$ cat src/rtl/alu_arbiter.sv
// Round-robin arbiter sharing one 8-bit ALU between NREQ requesters, with chain locking.
// Results are registered per requester one cycle after transfer; requesters stall on a full response register or a foreign lock.
module alu_arbiter #(
  parameter int NREQ         = 2,
  parameter int LOCK_TIMEOUT = 16
) (
  input  logic              clk,
  input  logic              async_rst_n,
  input  logic [NREQ-1:0]   req_valid,
  output logic [NREQ-1:0]   req_ready,
  input  logic [8*NREQ-1:0] req_a,
  input  logic [8*NREQ-1:0] req_b,
  input  logic [4*NREQ-1:0] req_op,
  input  logic [NREQ-1:0]   req_lock,
  output logic [NREQ-1:0]   rsp_valid,
  input  logic [NREQ-1:0]   rsp_ready,
  output logic [8*NREQ-1:0] rsp_data,
  output logic [NREQ-1:0]   rsp_cond,
  output logic [7:0]        alu_a,
  output logic [7:0]        alu_b,
  output logic [3:0]        alu_op,
  output logic              alu_clk_en,
  output logic              alu_sync_rst,
  input  logic [7:0]        alu_out,
  input  logic              alu_cond,
  output logic [1:0]        lock_owner,
  output logic              locked
);

  localparam int CW = (LOCK_TIMEOUT > 1) ? $clog2(LOCK_TIMEOUT) : 1;

  typedef enum logic {UNLOCKED, LOCKED} lock_state_t;

  lock_state_t     state;
  logic            init;
  logic [1:0]      rr_ptr;
  logic [CW-1:0]   tmo_cnt;
  logic [NREQ-1:0] eligible;
  logic [NREQ-1:0] grant;
  logic [NREQ-1:0] owner_sel;
  logic [1:0]      grant_idx;
  logic            found;
  logic            any_grant;
  logic            lock_req;
  logic            owner_xfer;

  // A requester may issue only if its response slot is free or being drained this cycle.
  always_comb begin
    eligible = req_valid & (~rsp_valid | rsp_ready);
  end

  always_comb begin
    owner_sel = '0;
    for (int i = 0; i < NREQ; i++) begin
      if (lock_owner == 2'(i)) owner_sel[i] = 1'b1;
    end
  end

  always_comb begin
    grant = '0;
    found = 1'b0;
    if (!init) begin
      if (locked) begin
        grant = eligible & owner_sel;
      end else begin
        for (int k = 1; k <= NREQ; k++) begin
          for (int j = 0; j < NREQ; j++) begin
            if (!found && (j == (int'(rr_ptr) + k) % NREQ) && eligible[j]) begin
              grant[j] = 1'b1;
              found    = 1'b1;
            end
          end
        end
      end
    end
  end

  always_comb begin
    grant_idx = '0;
    for (int i = 0; i < NREQ; i++) begin
      if (grant[i]) grant_idx = 2'(i);
    end
  end

  always_comb begin
    any_grant  = |grant;
    lock_req   = |(grant & req_lock);
    owner_xfer = |(grant & owner_sel);
  end

  assign req_ready    = grant;
  assign alu_clk_en   = any_grant;
  assign alu_sync_rst = init;

  // Idle cycles drive zeros so the ALU sees a quiet bus and its carry is untouched.
  always_comb begin
    alu_a  = '0;
    alu_b  = '0;
    alu_op = '0;
    for (int i = 0; i < NREQ; i++) begin
      if (grant[i]) begin
        alu_a  = req_a[8*i +: 8];
        alu_b  = req_b[8*i +: 8];
        alu_op = req_op[4*i +: 4];
      end
    end
  end

  always_ff @(posedge clk or negedge async_rst_n) begin
    if (!async_rst_n) begin
      rsp_valid <= '0;
      rsp_data  <= '0;
      rsp_cond  <= '0;
    end else begin
      for (int i = 0; i < NREQ; i++) begin
        if (grant[i]) begin
          rsp_data[8*i +: 8] <= alu_out;
          rsp_cond[i]        <= alu_cond;
          rsp_valid[i]       <= 1'b1;
        end else if (rsp_ready[i]) begin
          rsp_valid[i] <= 1'b0;
        end
      end
    end
  end

  always_ff @(posedge clk or negedge async_rst_n) begin
    if (!async_rst_n) begin
      init   <= 1'b1;
      rr_ptr <= 2'(NREQ - 1);
    end else begin
      init <= 1'b0;
      if (any_grant) rr_ptr <= grant_idx;
    end
  end

  // Lock FSM: an idle owner (including one blocked by its own full response slot) ages toward timeout.
  always_ff @(posedge clk or negedge async_rst_n) begin
    if (!async_rst_n) begin
      state      <= UNLOCKED;
      locked     <= 1'b0;
      lock_owner <= '0;
      tmo_cnt    <= '0;
    end else begin
      case (state)
        UNLOCKED: begin
          if (any_grant && lock_req) begin
            state      <= LOCKED;
            locked     <= 1'b1;
            lock_owner <= grant_idx;
            tmo_cnt    <= '0;
          end
        end
        LOCKED: begin
          if (owner_xfer) begin
            tmo_cnt <= '0;
            if (!lock_req) begin
              state  <= UNLOCKED;
              locked <= 1'b0;
            end
          end else if (tmo_cnt == CW'(LOCK_TIMEOUT - 1)) begin
            state   <= UNLOCKED;
            locked  <= 1'b0;
            tmo_cnt <= '0;
          end else begin
            tmo_cnt <= tmo_cnt + 1'b1;
          end
        end
        default: begin
          state  <= UNLOCKED;
          locked <= 1'b0;
        end
      endcase
    end
  end

endmodule
$ cat config.mk
export PLATFORM = sky130hd
export DESIGN_NAME = alu_arbiter
export DESIGN_NICKNAME = d
export VERILOG_FILES = /design/src/rtl/alu_arbiter.sv
export SDC_FILE = /design/constraint.sdc
export NUM_CORES = 1
export LEC_CHECK = 0
export BUFFER_PORTS_ARGS = -buffer_cell sky130_fd_sc_hd__buf_2
export CORE_MARGIN = 2
export CORE_UTILIZATION = 41
export DETAILED_ROUTE_END_ITERATION = 7
export PLACE_DENSITY = 0.88
export SLEW_MARGIN = 20
export SYNTH_ARGS = -nofsm -noshare
export SYNTH_HDL_FRONTEND = slang
export SYNTH_SLANG_ARGS = --single-unit
export TNS_END_PERCENT = 1
$ cat constraint.sdc
create_clock -name clk -period 2.35 [get_ports clk]
set_input_delay 0.3525 -clock clk [delete_from_list [all_inputs] [get_ports clk]]
set_output_delay 0.3525 -clock clk [all_outputs]
set_load 0.005 [all_outputs]
## After elaboration in Yosys (flattened, before gate mapping)

Index checks and enable logic that the tools add are counted.

| storage, ports and cells | value |
|---|---|
| register bits after elaboration | 29 |
| bits in latches | 0 |
| RAM bits | 0 |
| ROM bits | 0 |
| bits of input ports | 57 |
| memories | 0 |

| cells by class | value |
|---|---|
| add/sub/neg operators | 3 |
| multiply operators | 0 |
| div/mod/pow operators | 0 |
| $lt $le $gt $ge | 0 |
| equal/unequal tests | 7 |
| shift operators | 0 |
| multiplexer cells | 41 |
| bitwise gates (word level) | 9 |
| reductions and logical operators | 21 |

Operator list:

| kind | count |
|---|---|
| $logic_not 32->1 | 2 |
| $mux 8 | 4 |
| $mux 1 | 27 |
| $mux 4 | 5 |
| $and 2x2->2 | 4 |
| $logic_and 1x1->1 | 8 |
| $pmux 4 s2 | 1 |
| $reduce_or 2->1 | 3 |
| $add 4x1->4 const B | 1 |
| $eq 2x2->1 const A | 2 |
| $eq 4x4->1 const B | 1 |
| $mux 2 | 2 |
| $pmux 1 s2 | 2 |
| $reduce_bool 2->1 | 2 |
| $logic_not 1->1 | 3 |
| $ne 3x1->1 const B | 1 |
| $ne 3x3->1 const B | 1 |
| $reduce_and 3->1 | 1 |
| $add 1x1->1 const B | 2 |
| $and 1x1->1 const A | 2 |
| $logic_not 2->1 | 1 |
| $ne 2x2->1 const B | 1 |
| $not 2->2 | 1 |
| $or 2x2->2 | 1 |
| 3 further kinds | 3 |

## Depth between registers and ports, before layout

| depth | value |
|---|---|
| depth in word-level cells | 30 |
| mapped depth | 6 |
| depth with buffers taken out | 5 |

## Worst setup path before layout

OpenSTA, ideal clock, no wires.

| path | value |
|---|---|
| path kind | input to output |
| from | input port rsp_ready[0] |
| to | output port alu_b[0] |
| data arrival time | 1.396 ns |
| setup slack | 0.601 ns |
| stages | 5 |
| buffers on the path | 1 |
| cell sequence | nand2b_4 -> and4_4 -> nor4b_4 -> buf_2 -> a22o_1 |

| on the way | value |
|---|---|
| longest elaborated chain between the ends | 25 |
| elaborated cells on any way between the ends | 29 |
| classes of those cells | mux (16); bitwise (3); reduce/logical (10) |

RTL lines:

| what | RTL line | source |
|---|---|---|
| start: declaration | 16 | `input logic [NREQ-1:0] rsp_ready,` |
| $or 2x2->2 * | 49 | `eligible = req_valid & (~rsp_valid \| rsp_ready);` |
| $and 2x2->2 * | 49 |  |
| $logic_and 1x1->1 | 68 | `if (!found && (j == (int'(rr_ptr) + k) % NREQ) && eligible[j]) begin` |
| $mux 1 | 68 |  |
| $mux 1 | 63 | `if (locked) begin` |
| $mux 1 | 62 | `if (!init) begin` |
| $logic_not 1->1 | 68 |  |
| $logic_and 1x1->1 (2 in a row) | 68 |  |
| [... 7 more ...] | - |  |
| $mux 1 | 63 |  |
| $mux 1 | 62 |  |
| $logic_not 1->1 | 68 |  |
| $logic_and 1x1->1 (2 in a row) | 68 |  |
| $mux 1 | 68 |  |
| $mux 2 * | 63 |  |
| $mux 2 * | 62 |  |
| $mux 8 * | 101 | `if (grant[i]) begin` |
| end: declaration | 20 | `output logic [7:0] alu_b,` |

Mark *: on every way between the ends. The rest lies on a longest branch, timed or not. The select of a mux whose other input is x is not followed.

## Final worst setup path

| path | value |
|---|---|
| from | register rr_ptr[0] |
| to | output port alu_a[0] |

| on the way | value |
|---|---|
| longest elaborated chain between the ends | 26 |
| elaborated cells on any way between the ends | 34 |
| classes of those cells | add/sub (2); eq/ne (2); mux (16); bitwise (2); reduce/logical (12) |

RTL lines:

| what | RTL line | source |
|---|---|---|
| start: declaration | 36 | `logic [1:0] rr_ptr;` |
| start signal: assignment | 130 | `rr_ptr <= 2'(NREQ - 1);` |
| start signal: assignment | 133 | `if (any_grant) rr_ptr <= grant_idx;` |
| $add 1x1->1 | 68 |  |
| $and 1x1->1 (no source line) | - |  |
| $logic_not 32->1 | 68 |  |
| $logic_and 1x1->1 | 68 |  |
| $mux 1 | 68 |  |
| $mux 1 | 63 |  |
| $mux 1 | 62 |  |
| $logic_not 1->1 | 68 |  |
| [... 9 more ...] | - |  |
| $mux 1 | 63 |  |
| $mux 1 | 62 |  |
| $logic_not 1->1 | 68 |  |
| $logic_and 1x1->1 (2 in a row) | 68 |  |
| $mux 1 | 68 |  |
| $mux 2 * | 63 |  |
| $mux 2 * | 62 |  |
| $mux 8 * | 101 |  |
| end: declaration | 19 | `output logic [7:0] alu_a,` |

Marks and branches as above.

==> impl_metrics.tcl <==
set metrics [dict create \
    finalHoldViolCount 0 \
    holdBufCountCts 0 \
    synth_cells 125 \
    maxCapViolCount 0 \
    maxSlewViolCount 0 \
    max_stage_delay_ps 550 \
    rows 22 \
    synth_area_mm2 0.001511 \
    cts.sinks 29 \
    fin_crit_ps 2228 \
    pre_cts_slack_ps 303.4 \
    die_h_um 64.72 \
    fin_crit_sh_pct 94.79 \
    synth-seq-area-share_pct 48.18 \
    grt_max_degree 30 \
    totalWireLength_um 3976 \
    root_buffer "clkbuf_8" \
    cts_tree "built" \
    cp_data_arrival_time_ps 1880 \
    ys_ff_latch 29 \
    antenna_found_initial 0 \
    tightest_slew_ps 627.9 \
    die-area_mm2 0.004188 \
    areaGrowthSynthToFinish_pct 43.21 \
    ios 104 \
    wl_per_cell_um 14.20 \
    finalSetupViolCount 0 \
    cp_top_family "flip-flops" \
    cts_buffers 5 \
    grt_setup_unrepaired "false" \
    setup_tns_ps 0 \
    port_buffers 102 \
    synth.avg_cell_area_um2 12.09 \
    synth_cell_types 31 \
    rr_startpoint "locked" \
    outcome "finished clean" \
    fin_nets 290 \
    cts_setup_buffers 0 \
    slew_headroom_pct 58.14 \
    grt_pass1_wl_um 6251 \
    layout-drive-gt1-share_pct 61.64 \
    grt_pass1_vias 1396 \
    path_cells "nor2_1, and3_1, nor2_2, buf_4, a22o_1, buf_2" \
    worst-path-buf-inv 2 \
    min_path_type "in2async" \
    dr.pass1.iters 4 \
    grtUsageTotal_pct 19.72 \
    place_congestion 0.8178 \
    clk_pin_slew_ps 60 \
    critPathKind "reg2out" \
    clk_latency_ps 270 \
    die_width_um 64.72 \
    finalClockSkew_ps 2.479 \
    start_util_pct 41.92 \
    start_kind "flip-flop" \
    critPathMaxFanout 22 \
    post-route-drc-count 0 \
    dp_hpwl_um 3092 \
    vias_per_cell 5.096 \
    fmax_mhz 448.9 \
    nFillCells 331 \
    drt-initial-drc-count 97 \
    cp-end-kind "output pin" \
    coreArea_mm2 0.003606 \
    ant_nets 0 \
    leakagePower_nw 1.158 \
    setup_slack_ps 122.4 \
    overflow 0 \
    cp_slowest_cell "dfstp_2" \
    h-tree-depth 2 \
    hold_ws_ps 94.45 \
    p_per_area_mw_per_mm2 1035 \
    vdd_ir_drop_max_uv 547.5 \
    yosys_warnings 0 \
    crit_start "rr_ptr[0]" \
    antenna_cells 0 \
    cts_buffer_depth 2 \
    worst_ep_required_time_ps 2000 \
    vias 1427 \
]
-- registers in the layout, indices dropped and copies added (netlist names) --
| register | flops |
|---|---|
| alu_sync_rst | 1 |
| lock_owner | 1 |
| locked | 1 |
| rr_ptr | 1 |
| rsp_cond | 2 |
| rsp_data | 16 |
| rsp_valid | 2 |
| state | 1 |
| tmo_cnt | 4 |
-- cells in the final DEF (no fill, tap or decap) --
master | Yosys | final
nor3_1 | 2 | 2
o21ai_0 | 5 | 5
nand3b_1 | 2 | 2
buf_4 | 2 | 4
nor3_2 | 1 | 1
nor2_2 | 0 | 1
a21bo_2 | 1 | 1
nor4b_4 | 1 | 1
clkbuf_8 | 0 | 6
nand2b_1 | 2 | 2
clkbuf_1 | 0 | 1
conb_1 | 1 | 2
buf_6 | 1 | 1
nor3b_2 | 1 | 1
nand2_1 | 5 | 5
nor2b_1 | 2 | 2
nand4b_1 | 1 | 1
ha_1 | 1 | 1
a22o_1 | 23 | 23
nand2b_4 | 2 | 2
buf_2 | 5 | 102
and4_4 | 1 | 1
dfrtp_1 | 27 | 27
o22a_1 | 1 | 1
nand3_1 | 2 | 2
a21oi_1 | 2 | 2
and3_1 | 2 | 2
o221a_2 | 1 | 1
mux2_2 | 19 | 19
inv_1 | 3 | 3
nor2_1 | 4 | 3
o21bai_1 | 2 | 2
a32oi_1 | 1 | 1
dfstp_2 | 2 | 2
-- worst register-to-register path, stage by stage (launching register included) --
cell	delay [ps]
dfrtp_1	410
inv_1	80
and4_4	210
nor4b_4	250
buf_6	260
buf_4	160
mux2_2	320
-- repair_timing --
item | 4_1_cts | 5_1_grt
gates resized for setup | 0 | 1
hold endpoints to repair | 0 | 0
endpoints found under the setup margin | 0 | 1
-- final timing paths --
path	to	slack [ps]	cells after the start
setup / recovery	alu_a[0]	120	6
hold / removal	rsp_data[6]	90	1
setup reg to reg	rsp_data[9]	540	6
hold reg to reg	rr_ptr[0]	480	2
max in group asynchronous	rsp_valid[0]	1840	1
min in group clk	rsp_data[2]	320	2
-- cell usage after synthesis --
cell type | count | share of area (%)
a21bo_2 | 1 | 0.66
a21oi_1 | 2 | 0.66
a22o_1 | 23 | 13
a32oi_1 | 1 | 0.58
and3_1 | 2 | 0.83
and4_4 | 1 | 0.74
buf_2 | 5 | 1.7
buf_4 | 2 | 0.99
buf_6 | 1 | 0.74
conb_1 | 1 | 0.25
dfrtp_1 | 27 | 45
dfstp_2 | 2 | 3.5
ha_1 | 1 | 0.83
inv_1 | 3 | 0.74
mux2_2 | 19 | 14
nand2_1 | 5 | 1.2
nand2b_1 | 2 | 0.83
nand2b_4 | 2 | 1.8
nand3_1 | 2 | 0.66
nand3b_1 | 2 | 0.99
nand4b_1 | 1 | 0.58
nor2_1 | 4 | 0.99
nor2b_1 | 2 | 0.83
nor3_1 | 2 | 0.66
nor3_2 | 1 | 0.66
nor3b_2 | 1 | 0.83
nor4b_4 | 1 | 1.6
o21ai_0 | 5 | 1.7
o21bai_1 | 2 | 0.99
o221a_2 | 1 | 0.74
o22a_1 | 1 | 0.58
-- final cells by class --
cell class              instances  area (µm²)  share of cell area [%]
well taps                      48       60.06                   2.775
multi-input cells              86       726.9                   33.58
flip-flops and latches         29       728.2                   33.64
clock buffers                   7       86.33                   3.988
inverters                       3       11.26                  0.5202
repair buffers                107       551.8                   25.49
-- through the flow --
step	instances	util (%)	total power, mW	area, µm²
6_report	280	60.03	2.241	2165
5_1_grt	280	60.03	2.414	2165
4_1_cts	280	59.92	2.265	2161
3_5_place_dp	273	57.53	1.849	2074
3_3_place_gp	273	57.53	1.819	2074
2_1_floorplan	126	-	1.436	1515
-- layer usage --
metal	global-route usage, %	vias up	share of wire, %
met2	34.02	61	50
met3	5.208	6	6.0
met5	0	-	0
li1	-	680	-
met4	8.245	0	1.6
met1	23.05	680	42
-- report_power, final --
| part | total (mW) | switching [mW] | internal [mW] |
|---|---|---|---|
| Combinational | 0.951 | 0.406 | 0.544 |
| Clock | 0.403 | 0.171 | 0.232 |
| Sequential | 0.888 | 0.151 | 0.737 |
-- logic make-up after synthesis --
family,count (synthesis),share of synthesized area (%)
buf+inv,11,4.138
fa+ha+maj,1,0.8277
simple gates,28,13.24
mux,19,14.16
compound gates,36,19.20
flops,29,48.18
other cells,1,0.2481
Note: power is estimated with default switching activity, not from simulation.
